[config.mk]
export PLATFORM = sky130hd
export DESIGN_NAME = sha3_lane_loader
export DESIGN_NICKNAME = d
export VERILOG_FILES = /design/src/rtl/sha3_pkg.sv /design/src/rtl/sha3_xy_counter.sv /design/src/rtl/sha3_lane_loader.sv
export SDC_FILE = /design/constraint.sdc
export NUM_CORES = 2
export LEC_CHECK = 0
export BUFFER_PORTS_ARGS = -buffer_cell sky130_fd_sc_hd__clkbuf_2
export CORE_AREA = 5 5 654 656
export DETAILED_ROUTE_END_ITERATION = 8
export DIE_AREA = 0 0 659 661
export SYNTH_ARGS = -nofsm -noshare
export SYNTH_HDL_FRONTEND = slang
export SYNTH_SLANG_ARGS = --single-unit
[constraint.sdc]
create_clock -name clk -period 135.7 [get_ports clk]
set_input_delay 27.14 -clock clk [delete_from_list [all_inputs] [get_ports clk]]
set_output_delay 27.14 -clock clk [all_outputs]
set_load 0.01 [all_outputs]
[src/rtl/sha3_pkg.sv]
`default_nettype none
// ============================================================================
// Module   : sha3_pkg
// Purpose  : Shared Keccak types for the loader and the round stages.
//            lane_t is one 64-bit lane; state_t is the 5x5 lane array
//            indexed [x][y], the layout every round stage consumes.
// Revision : 1.0  initial release
// ============================================================================
package sha3_pkg;

  localparam int LANE_W    = 64;
  localparam int NUM_LANES = 25;

  typedef logic [63:0] lane_t;
  typedef lane_t [4:0][4:0] state_t;

  typedef enum logic [0:0] {
    FILL = 1'b0,
    FULL = 1'b1
  } loader_st_t;

endpackage : sha3_pkg
`default_nettype wire

[src/rtl/sha3_xy_counter.sv]
`default_nettype none
// ============================================================================
// Module   : sha3_xy_counter
// Purpose  : x/y lane position inside a 5x5 Keccak state.
// Ports    : clk, reset (async, active high)
//            advance  - step x, wrapping to 0 with y+1
//            resync   - jump to (1,0) (lane 0 was just written)
//            clear    - return to (0,0)
//            x, y     - current position
//            last     - position is (LAST_XY, LAST_XY)
//            origin   - position is (0,0)
// Priority : clear > resync > advance.
// Revision : 1.0  initial release
// ============================================================================
module sha3_xy_counter #(
  parameter logic [2:0] LAST_XY = 3'd4
) (
  input  logic       clk,
  input  logic       reset,
  input  logic       advance,
  input  logic       resync,
  input  logic       clear,
  output logic [2:0] x,
  output logic [2:0] y,
  output logic       last,
  output logic       origin
);

  logic [2:0] x_q, x_d;
  logic [2:0] y_q, y_d;

  always_comb begin : p_next_pos
    x_d = x_q;
    y_d = y_q;
    if (clear) begin
      x_d = 3'd0;
      y_d = 3'd0;
    end else if (resync) begin
      x_d = 3'd1;
      y_d = 3'd0;
    end else if (advance) begin
      if (x_q == LAST_XY) begin
        x_d = 3'd0;
        y_d = (y_q == LAST_XY) ? 3'd0 : y_q + 3'd1;
      end else begin
        x_d = x_q + 3'd1;
      end
    end
  end

  always_ff @(posedge clk or posedge reset) begin : p_pos_reg
    if (reset) begin
      x_q <= 3'd0;
      y_q <= 3'd0;
    end else begin
      x_q <= x_d;
      y_q <= y_d;
    end
  end

  assign x      = x_q;
  assign y      = y_q;
  assign last   = (x_q == LAST_XY) && (y_q == LAST_XY);
  assign origin = (x_q == 3'd0) && (y_q == 3'd0);

endmodule : sha3_xy_counter
`default_nettype wire

[src/rtl/sha3_lane_loader.sv]
`default_nettype none
// ============================================================================
// Module   : sha3_lane_loader
// Purpose  : Serial-to-parallel front end of the Keccak pipeline. Collects
//            one lane per cycle into the [x][y] state and offers the full
//            state downstream with a push/stop handshake.
// Ports    : clk, reset (async, active high)
//            pushin/firstin/lanein - lane input, firstin marks lane 0
//            stopout               - high while the state is held (FULL)
//            pushout/sha3_m        - complete state, lane k at [k%5][k/5]
//            stopin                - downstream stall
//            errout                - sticky framing error (late firstin)
// Revision : 1.0  initial release
// ============================================================================
module sha3_lane_loader
  import sha3_pkg::*;
#(
  parameter int LANE_W    = 64,
  parameter int NUM_LANES = 25
) (
  input  logic              clk,
  input  logic              reset,
  input  logic              pushin,
  input  logic              firstin,
  input  logic [LANE_W-1:0] lanein,
  output logic              stopout,
  output logic              pushout,
  input  logic              stopin,
  output state_t            sha3_m,
  output logic              errout
);

  // Edge index of the square state (4 for a 5x5 state).
  localparam logic [2:0] C_LAST_XY = 3'(NUM_LANES / 5 - 1);

  loader_st_t state_q, state_d;
  logic       pushout_q, pushout_d;
  logic       stopout_q, stopout_d;
  logic       errout_q, errout_d;
  state_t     sha3_m_q, sha3_m_d;

  logic [2:0] pos_x, pos_y;
  logic       pos_last, pos_origin;
  logic       fill_push, do_resync, do_lane;
  logic [2:0] wr_x, wr_y;

  // Lanes are only taken in FILL; a lane offered in FULL is dropped.
  assign fill_push = (state_q == FILL) && pushin;
  assign do_resync = fill_push && firstin;
  assign do_lane   = fill_push && !firstin;

  sha3_xy_counter #(
    .LAST_XY (C_LAST_XY)
  ) u_xy (
    .clk     (clk),
    .reset   (reset),
    .advance (do_lane && !pos_last),
    .resync  (do_resync),
    .clear   (do_lane && pos_last),
    .x       (pos_x),
    .y       (pos_y),
    .last    (pos_last),
    .origin  (pos_origin)
  );

  // A resync always lands on (0,0), whatever the counter says.
  assign wr_x = do_resync ? 3'd0 : pos_x;
  assign wr_y = do_resync ? 3'd0 : pos_y;

  // ---------------------------------------------------------------- FSM
  always_ff @(posedge clk or posedge reset) begin : p_state_reg
    if (reset) begin
      state_q   <= FILL;
      pushout_q <= 1'b0;
      stopout_q <= 1'b0;
    end else begin
      state_q   <= state_d;
      pushout_q <= pushout_d;
      stopout_q <= stopout_d;
    end
  end

  // A firstin arriving on the last position is a resync, not completion.
  always_comb begin : p_next_state
    state_d = state_q;
    case (state_q)
      FILL:    if (do_lane && pos_last) state_d = FULL;
      FULL:    if (!stopin) state_d = FILL;
      default: state_d = FILL;
    endcase
  end

  // Outputs are decoded from the next state so they leave a flop.
  always_comb begin : p_outputs
    pushout_d = (state_d == FULL);
    stopout_d = (state_d == FULL);
  end

  // ----------------------------------------------------- lane storage
  always_comb begin : p_lane_write
    sha3_m_d = sha3_m_q;
    for (int xi = 0; xi < 5; xi++) begin
      for (int yi = 0; yi < 5; yi++) begin
        if ((do_lane || do_resync) && (wr_x == 3'(xi)) && (wr_y == 3'(yi))) begin
          sha3_m_d[xi][yi] = lanein;
        end
      end
    end
  end

  always_comb begin : p_err
    errout_d = errout_q | (do_resync && !pos_origin);
  end

  always_ff @(posedge clk or posedge reset) begin : p_data_reg
    if (reset) begin
      sha3_m_q <= '0;
      errout_q <= 1'b0;
    end else begin
      sha3_m_q <= sha3_m_d;
      errout_q <= errout_d;
    end
  end

  assign pushout = pushout_q;
  assign stopout = stopout_q;
  assign errout  = errout_q;
  assign sha3_m  = sha3_m_q;

endmodule : sha3_lane_loader
`default_nettype wire

## Yosys cells after proc, flatten, opt, wreduce, memory -nomap -nowiden

Index checks and enable logic that the tools add are counted.

- Bits in writable memories: 0
- Memories: 0
- Word-level logic and storage cells: 106
- ROM bits: 0
- Bits in latches: 0
- Bits of input ports: 69
- Flip-flop bits (word level): 1608
- Output and inout port bits: 1603

- Add/subtract/negate cells: 2
- Shift operators: 0
- Multipliers: 0
- Equal/unequal tests: 10
- Magnitude comparators: 0
- Reductions and logical operators: 49
- Divide/modulo/power cells: 0
- Mux-type cells: 14
- Bitwise logic cells: 2

Operator list:

| kind | count |
|---|---|
| $logic_and 1x1->1 | 38 |
| $mux 3 | 11 |
| $eq 3x2->1 const B | 4 |
| $eq 3x3->1 const B | 4 |
| $logic_not 3->1 | 4 |
| $add 3x1->3 const B | 2 |
| $eq 3x1->1 const B | 2 |
| $reduce_bool 3->1 | 2 |
| $logic_not 1->1 | 3 |
| $mux 1 | 2 |
| $pmux 1 s2 | 1 |
| $reduce_and 2->1 | 1 |
| $logic_or 1x1->1 | 1 |
| $not 1->1 | 1 |
| $or 1x1->1 | 1 |

## Logic depth before layout (Yosys ltp)

- Word-level depth: 7
- Mapped depth: 7
- Depth with buffers taken out: 5

## Cells and area by module

A second synthesis with hierarchy kept.

- Cell total of the unflattened synthesis: 3585
- Area, all modules: 60331.6 µm²

By module, submodules not included:

| module | seq. area each (µm²) | cells each | area each (µm²) | instances |
|---|---|---|---|---|
| sha3_lane_loader | 40088.4 | 3544 | 59945.0 | 1 |
| sha3_xy_counter | 150.1 | 41 | 386.6 | 1 |

## Least setup slack after synthesis

Ideal clock, no wire load.

- Path type: input to register
- Start: input port firstin
- End: register sha3_m_q, in the netlist sha3_m[1399]
- Slack: 106717 ps
- Cell stages on the path: 5
- Data required time: 135575 ps
- Arrival time: 28859 ps
- Path buffers: 2
- Library setup time: 125 ps
- Cell sequence: or4b_1 > buf_2 > nor4_4 > buf_6 > mux2_2

- Longest elaborated chain between the ends: 5
- Elaborated cells on any way between the ends: 10
- Classes of those cells: 2 x eq/ne; 2 x mux; 6 x reduce/logical

Ends and longest elaborated chain:

| what | line | text |
|---|---|---|
| start, declared | sha3_lane_loader.sv:24 | `input logic firstin,` |
| $logic_and 1x1->1 or $logic_not 1->1 (tied branches) | sha3_lane_loader.sv:49, sha3_lane_loader.sv:50 |  |
| $mux 3 or $logic_and 1x1->1 (tied branches) | sha3_lane_loader.sv:67, sha3_lane_loader.sv:50 |  |
| $eq 3x3->1 or $logic_or 1x1->1 (tied branches) | sha3_lane_loader.sv:104 | `if ((do_lane \|\| do_resync) && (wr_x == 3'(xi)) && (wr_y == 3'(yi))) begin` |
| $logic_and 1x1->1 | sha3_lane_loader.sv:104 |  |
| $logic_and 1x1->1 (*) | sha3_lane_loader.sv:104 |  |
| end signal, assigned | sha3_lane_loader.sv:120 | `sha3_m_q <= sha3_m_d;` |
| end, declared | sha3_lane_loader.sv:40 | `state_t sha3_m_q, sha3_m_d;` |

Mark *: on every way between the ends. The rest lies on a longest branch, timed or not.
A chain may end at the register's enable or synchronous reset.

==> flow_summary.rst <==
.. list-table::
   :header-rows: 1

   * - Metric
     - Value
   * - Ys async rst share
     - 1.00
   * - Top FF cell, synth
     - sky130_fd_sc_hd__dfrtp_1
   * - Area of placed instances
     - approximately 75000 um^2
   * - Cell-internal power
     - approximately 900 uW
   * - Met3 Resource Use GR
     - 0.0282
   * - Total nets after synthesis
     - approximately 3700
   * - Most crowded layer after global routing
     - met2
   * - Min cycle time layout
     - 31.19 ns
   * - Crit share post-route
     - 0.230
   * - Kind of start point of the critical path
     - input port
   * - Initial antenna violation count
     - 58
   * - Post-layout worst setup margin
     - roughly 100 ns
   * - Setup fix buffers added after clock tree synthesis
     - 0
   * - Max rail drop VDD
     - roughly 0.012 mV
   * - Number of slew-limit violations in the final report
     - 0
   * - Number of placement rows
     - 239
   * - Final Wtd Congestion
     - ~0.74
   * - Quantity of gates resized following cts
     - 0
   * - Arrival time at the worst endpoint
     - 32.06 ns
   * - Remaining DRCs
     - 0
   * - Area enclosed by the die boundary
     - ~440000 um^2
   * - Cells after Synth
     - approximately 3600
   * - Worst Hold Margin
     - around 0.47 ns
   * - Vert. Die Dim
     - about 660 um
   * - Max Clk Rate
     - between 30 and 40 MHz
   * - Highest net fanout along the worst path
     - between 100 and 150
   * - Part of the total power dissipated in the clock network
     - 0.394
   * - Final clock skew
     - between 0.04 and 0.05 ns
   * - Clock-pin slew on the worst setup and hold paths
     - 0.07 ns
   * - Detailed-route vias per instance
     - approximately 3.6
   * - Transition at the pin with the smallest max-transition slack
     - approximately 1.2 ns
   * - Die outline width
     - approximately 660 um
   * - Clk buf depth
     - 4
   * - Post-route antenna net violation count
     - 0
   * - Area share of fa/ha/maj cells after synthesis
     - 0.000829
   * - NetSw
     - roughly 350 uW
   * - Buffer and inverter count on the worst path
     - 7
   * - HPWL Detailed
     - ~180000 um
   * - GRT met2 Usage
     - 0.203
   * - Tightest slew margin relative to the limit
     - 0.211
   * - Final cell count without fillers
     - 11000
   * - Family of cells with the greatest summed delay on the critical path
     - buffers and inverters
   * - Avg Cell Area, Syn
     - between 15 and 20 um^2
   * - Number of buffers added by the clock tree synthesis step
     - approximately 180
   * - Class of the most critical hold timing path
     - flop to flop
   * - Maxcap violations
     - 0
   * - Largest stage delay on the critical path
     - 0.89 ns
   * - Most used cell, CP
     - sky130_fd_sc_hd__buf_4
   * - RSZ-0062 raised after global routing
     - false
   * - Post-synth EDFFs
     - 0
   * - Sequence of cells on the critical path
     - clkbuf_2 > inv_8 > buf_4 > buf_4 > buf_12 > buf_4 > buf_4
   * - Net switching fraction of the power
     - 0.281
   * - PwrDens
     - around 15 nW/um^2
   * - Pin count of the biggest net entering global routing
     - ~170
   * - Required time of the critical path
     - around 140 ns
   * - Buffers added on ports
     - approximately 1700
   * - Post-synthesis xor/xnor area fraction
     - 0
   * - Crit-path slowest cell
     - sky130_fd_sc_hd__buf_4
   * - Setup-violating endpoint count in the final report
     - 0
   * - Status
     - complete, no violations
   * - Detailed Routing Iterations Pass 1
     - 5
   * - Synthesized-area fraction occupied by ao, oa, aoi and oai cells
     - 0.00203
   * - Standard cell core area
     - roughly 420000 um^2
   * - Setup crit end kind
     - asynchronous set/reset pin
   * - Number of sinks driven by the clock tree
     - about 1600
   * - Relative contribution of combinational cells to total power
     - 0.153
   * - IO Pins
     - 1672
   * - Portion of netlist area occupied by mux cells
     - 0.299
   * - Routed via count
     - about 39000
   * - Number of H-tree branching levels
     - 4
   * - Final-report hold violation count
     - 0
   * - Standby leakage power
     - approximately 0.042 uW
   * - Layout net count
     - ~5300
   * - FF+latch count, synth
     - between 1500 and 2000
   * - Met1 capacity usage during global routing
     - 0.137
   * - Share of post-route cells with drive strength above 1
     - 0.673
   * - Number of global-route vias before repair
     - 39700
   * - Setup Total Neg Slack
     - 0 ns
   * - Clock latency reported for the late side of the worst-skew pair
     - about 0.86 ns
   * - Number of warning messages in the yosys log
     - 0
   * - Root Buffer
     - sky130_fd_sc_hd__clkbuf_16
   * - Kind of critical path
     - input port to asynchronous set/reset pin
   * - Place WS
     - roughly 100 ns
   * - Overall routing resource usage
     - 0.115
   * - Starting density of the core
     - 0.143
   * - Dpl cells
     - between 10000 and 15000
   * - Total Wirelength
     - between 200000 and 300000 um
   * - GRT Residual Overflow
     - 0
   * - Summed instance area of the synthesized netlist
     - 60300 um^2
   * - Global-route wire length before repair
     - approximately 350000 um
   * - DRC marker count from the first detailed-route iteration
     - ~2700
   * - Post-synthesis cell type count
     - 43
   * - Dominant combinational cell family by area after synthesis
     - multiplexers
   * - Sequential cell area fraction in the yosys report
     - 0.667
   * - Count of hold-fix buffers inserted at cts
     - 0
   * - Simple-gate portion of the synthesized area
     - 0.00792
   * - Layout Cell Area excl Fill
     - around 80000 um^2
   * - Clock tree from TritonCTS
     - yes
   * - Relative area change from synthesis to final layout
     - 34.6%
   * - Part of the total power dissipated in sequential elements
     - 0.453
   * - WL/cell
     - between 20 and 25 um
==> per-stage QoR <==
stage           util  total power [uW]
6_report       0.193              1250
5_1_grt        0.192              1300
4_1_cts        0.192              1270
3_5_place_dp   0.178               769
3_3_place_gp   0.178               765
2_1_floorplan      -               663
==> worst paths after layout <==
check,from,endpoint,slack [ns],depth (start not counted)
max reg2reg,u_xy.x[2],sha3_m[629],131.70,5
max,reset,sha3_m[833],104.51,7
min in group asynchronous,reset,sha3_m[1294],26.44,2
min reg2reg,errout,errout,0.47,1
min,errout,errout,0.47,1
max in group clk,firstin,sha3_m[1441],105.85,6
==> layout make-up <==
class | instances | area (um^2)
clock inverters | 46 | 515
multi-input cells | 1675 | 18800
well taps | 5543 | 6940
clock buffers | 277 | 5370
diodes | 68 | 170
repair buffers | 1769 | 9170
inverters | 9 | 41.3
flip-flops and latches | 1608 | 40200
fillers | 45800 | 340000
==> placed cells by master, fill, tap and decap left out, drive strengths merged, types with 4 or more instances in the layout <==
cell | synthesis | final
nor4 | 9 | 9
clkinv | 0 | 25
buf | 123 | 116
dfrtp | 1608 | 1608
or4 | 5 | 5
diode | 0 | 68
bufinv | 0 | 4
clkbuf | 181 | 1930
nand4b | 5 | 5
ha | 4 | 4
mux2 | 1600 | 1600
inv | 9 | 24
o21ai | 7 | 7
nand3 | 5 | 5
nand2 | 4 | 4
nor3b | 4 | 4
==> logic make-up after synthesis <==
group                    after synthesis
flip-flops                          1608
multiplexers                        1600
buffers and inverters                313
AND/OR/NAND/NOR                       52
AO/OA/AOI/OAI                         19
adder cells (fa/ha/maj)                4
==> registers in the layout (all words and copies together) (netlist names) <==
register	count
u_xy.y	3
errout	1
stopout	1
sha3_m	1600
u_xy.x	3
==> synthesized netlist by cell type, types with 2 or more instances <==
library cell	instances	area, um^2
sky130_fd_sc_hd__nand2_1	4	15.0
sky130_fd_sc_hd__nand2b_1	2	12.5
sky130_fd_sc_hd__nor2_1	3	11.3
sky130_fd_sc_hd__mux2_1	44	495
sky130_fd_sc_hd__buf_4	11	82.6
sky130_fd_sc_hd__buf_6	12	135
sky130_fd_sc_hd__inv_1	9	33.8
sky130_fd_sc_hd__nor4b_1	2	17.5
sky130_fd_sc_hd__mux2_2	1556	17500
sky130_fd_sc_hd__nand4b_1	5	43.8
sky130_fd_sc_hd__clkbuf_1	181	679
sky130_fd_sc_hd__nor4_4	7	149
sky130_fd_sc_hd__or3b_2	2	17.5
sky130_fd_sc_hd__nor2b_1	2	12.5
sky130_fd_sc_hd__buf_2	99	495
sky130_fd_sc_hd__ha_1	4	50.1
sky130_fd_sc_hd__a21oi_1	3	15.0
sky130_fd_sc_hd__o21ai_0	7	35.0
sky130_fd_sc_hd__dfrtp_1	1608	40200
sky130_fd_sc_hd__nor3b_1	4	30.0
sky130_fd_sc_hd__or4_1	5	37.5
sky130_fd_sc_hd__nand3_1	5	25.0
==> power groups by stage <==
stage / sequential [uW] / clock (uW) / combinational [uW]
6_report: 565 / 492 / 192
5_1_grt: 572 / 526 / 205
4_1_cts: 565 / 509 / 196
3_5_place_dp: 573 / 0 / 196
3_3_place_gp: 571 / 0 / 194
2_1_floorplan: 598 / 0 / 64.9
==> routing by layer <==
layer / routed length, um / vias up
met5: 0 / -
met4: 8880 / 0
met3: 19700 / 388
met2: 134000 / 1641
met1: 102000 / 21200
li1: - / 16000
Power figures use the tool's default switching activity.
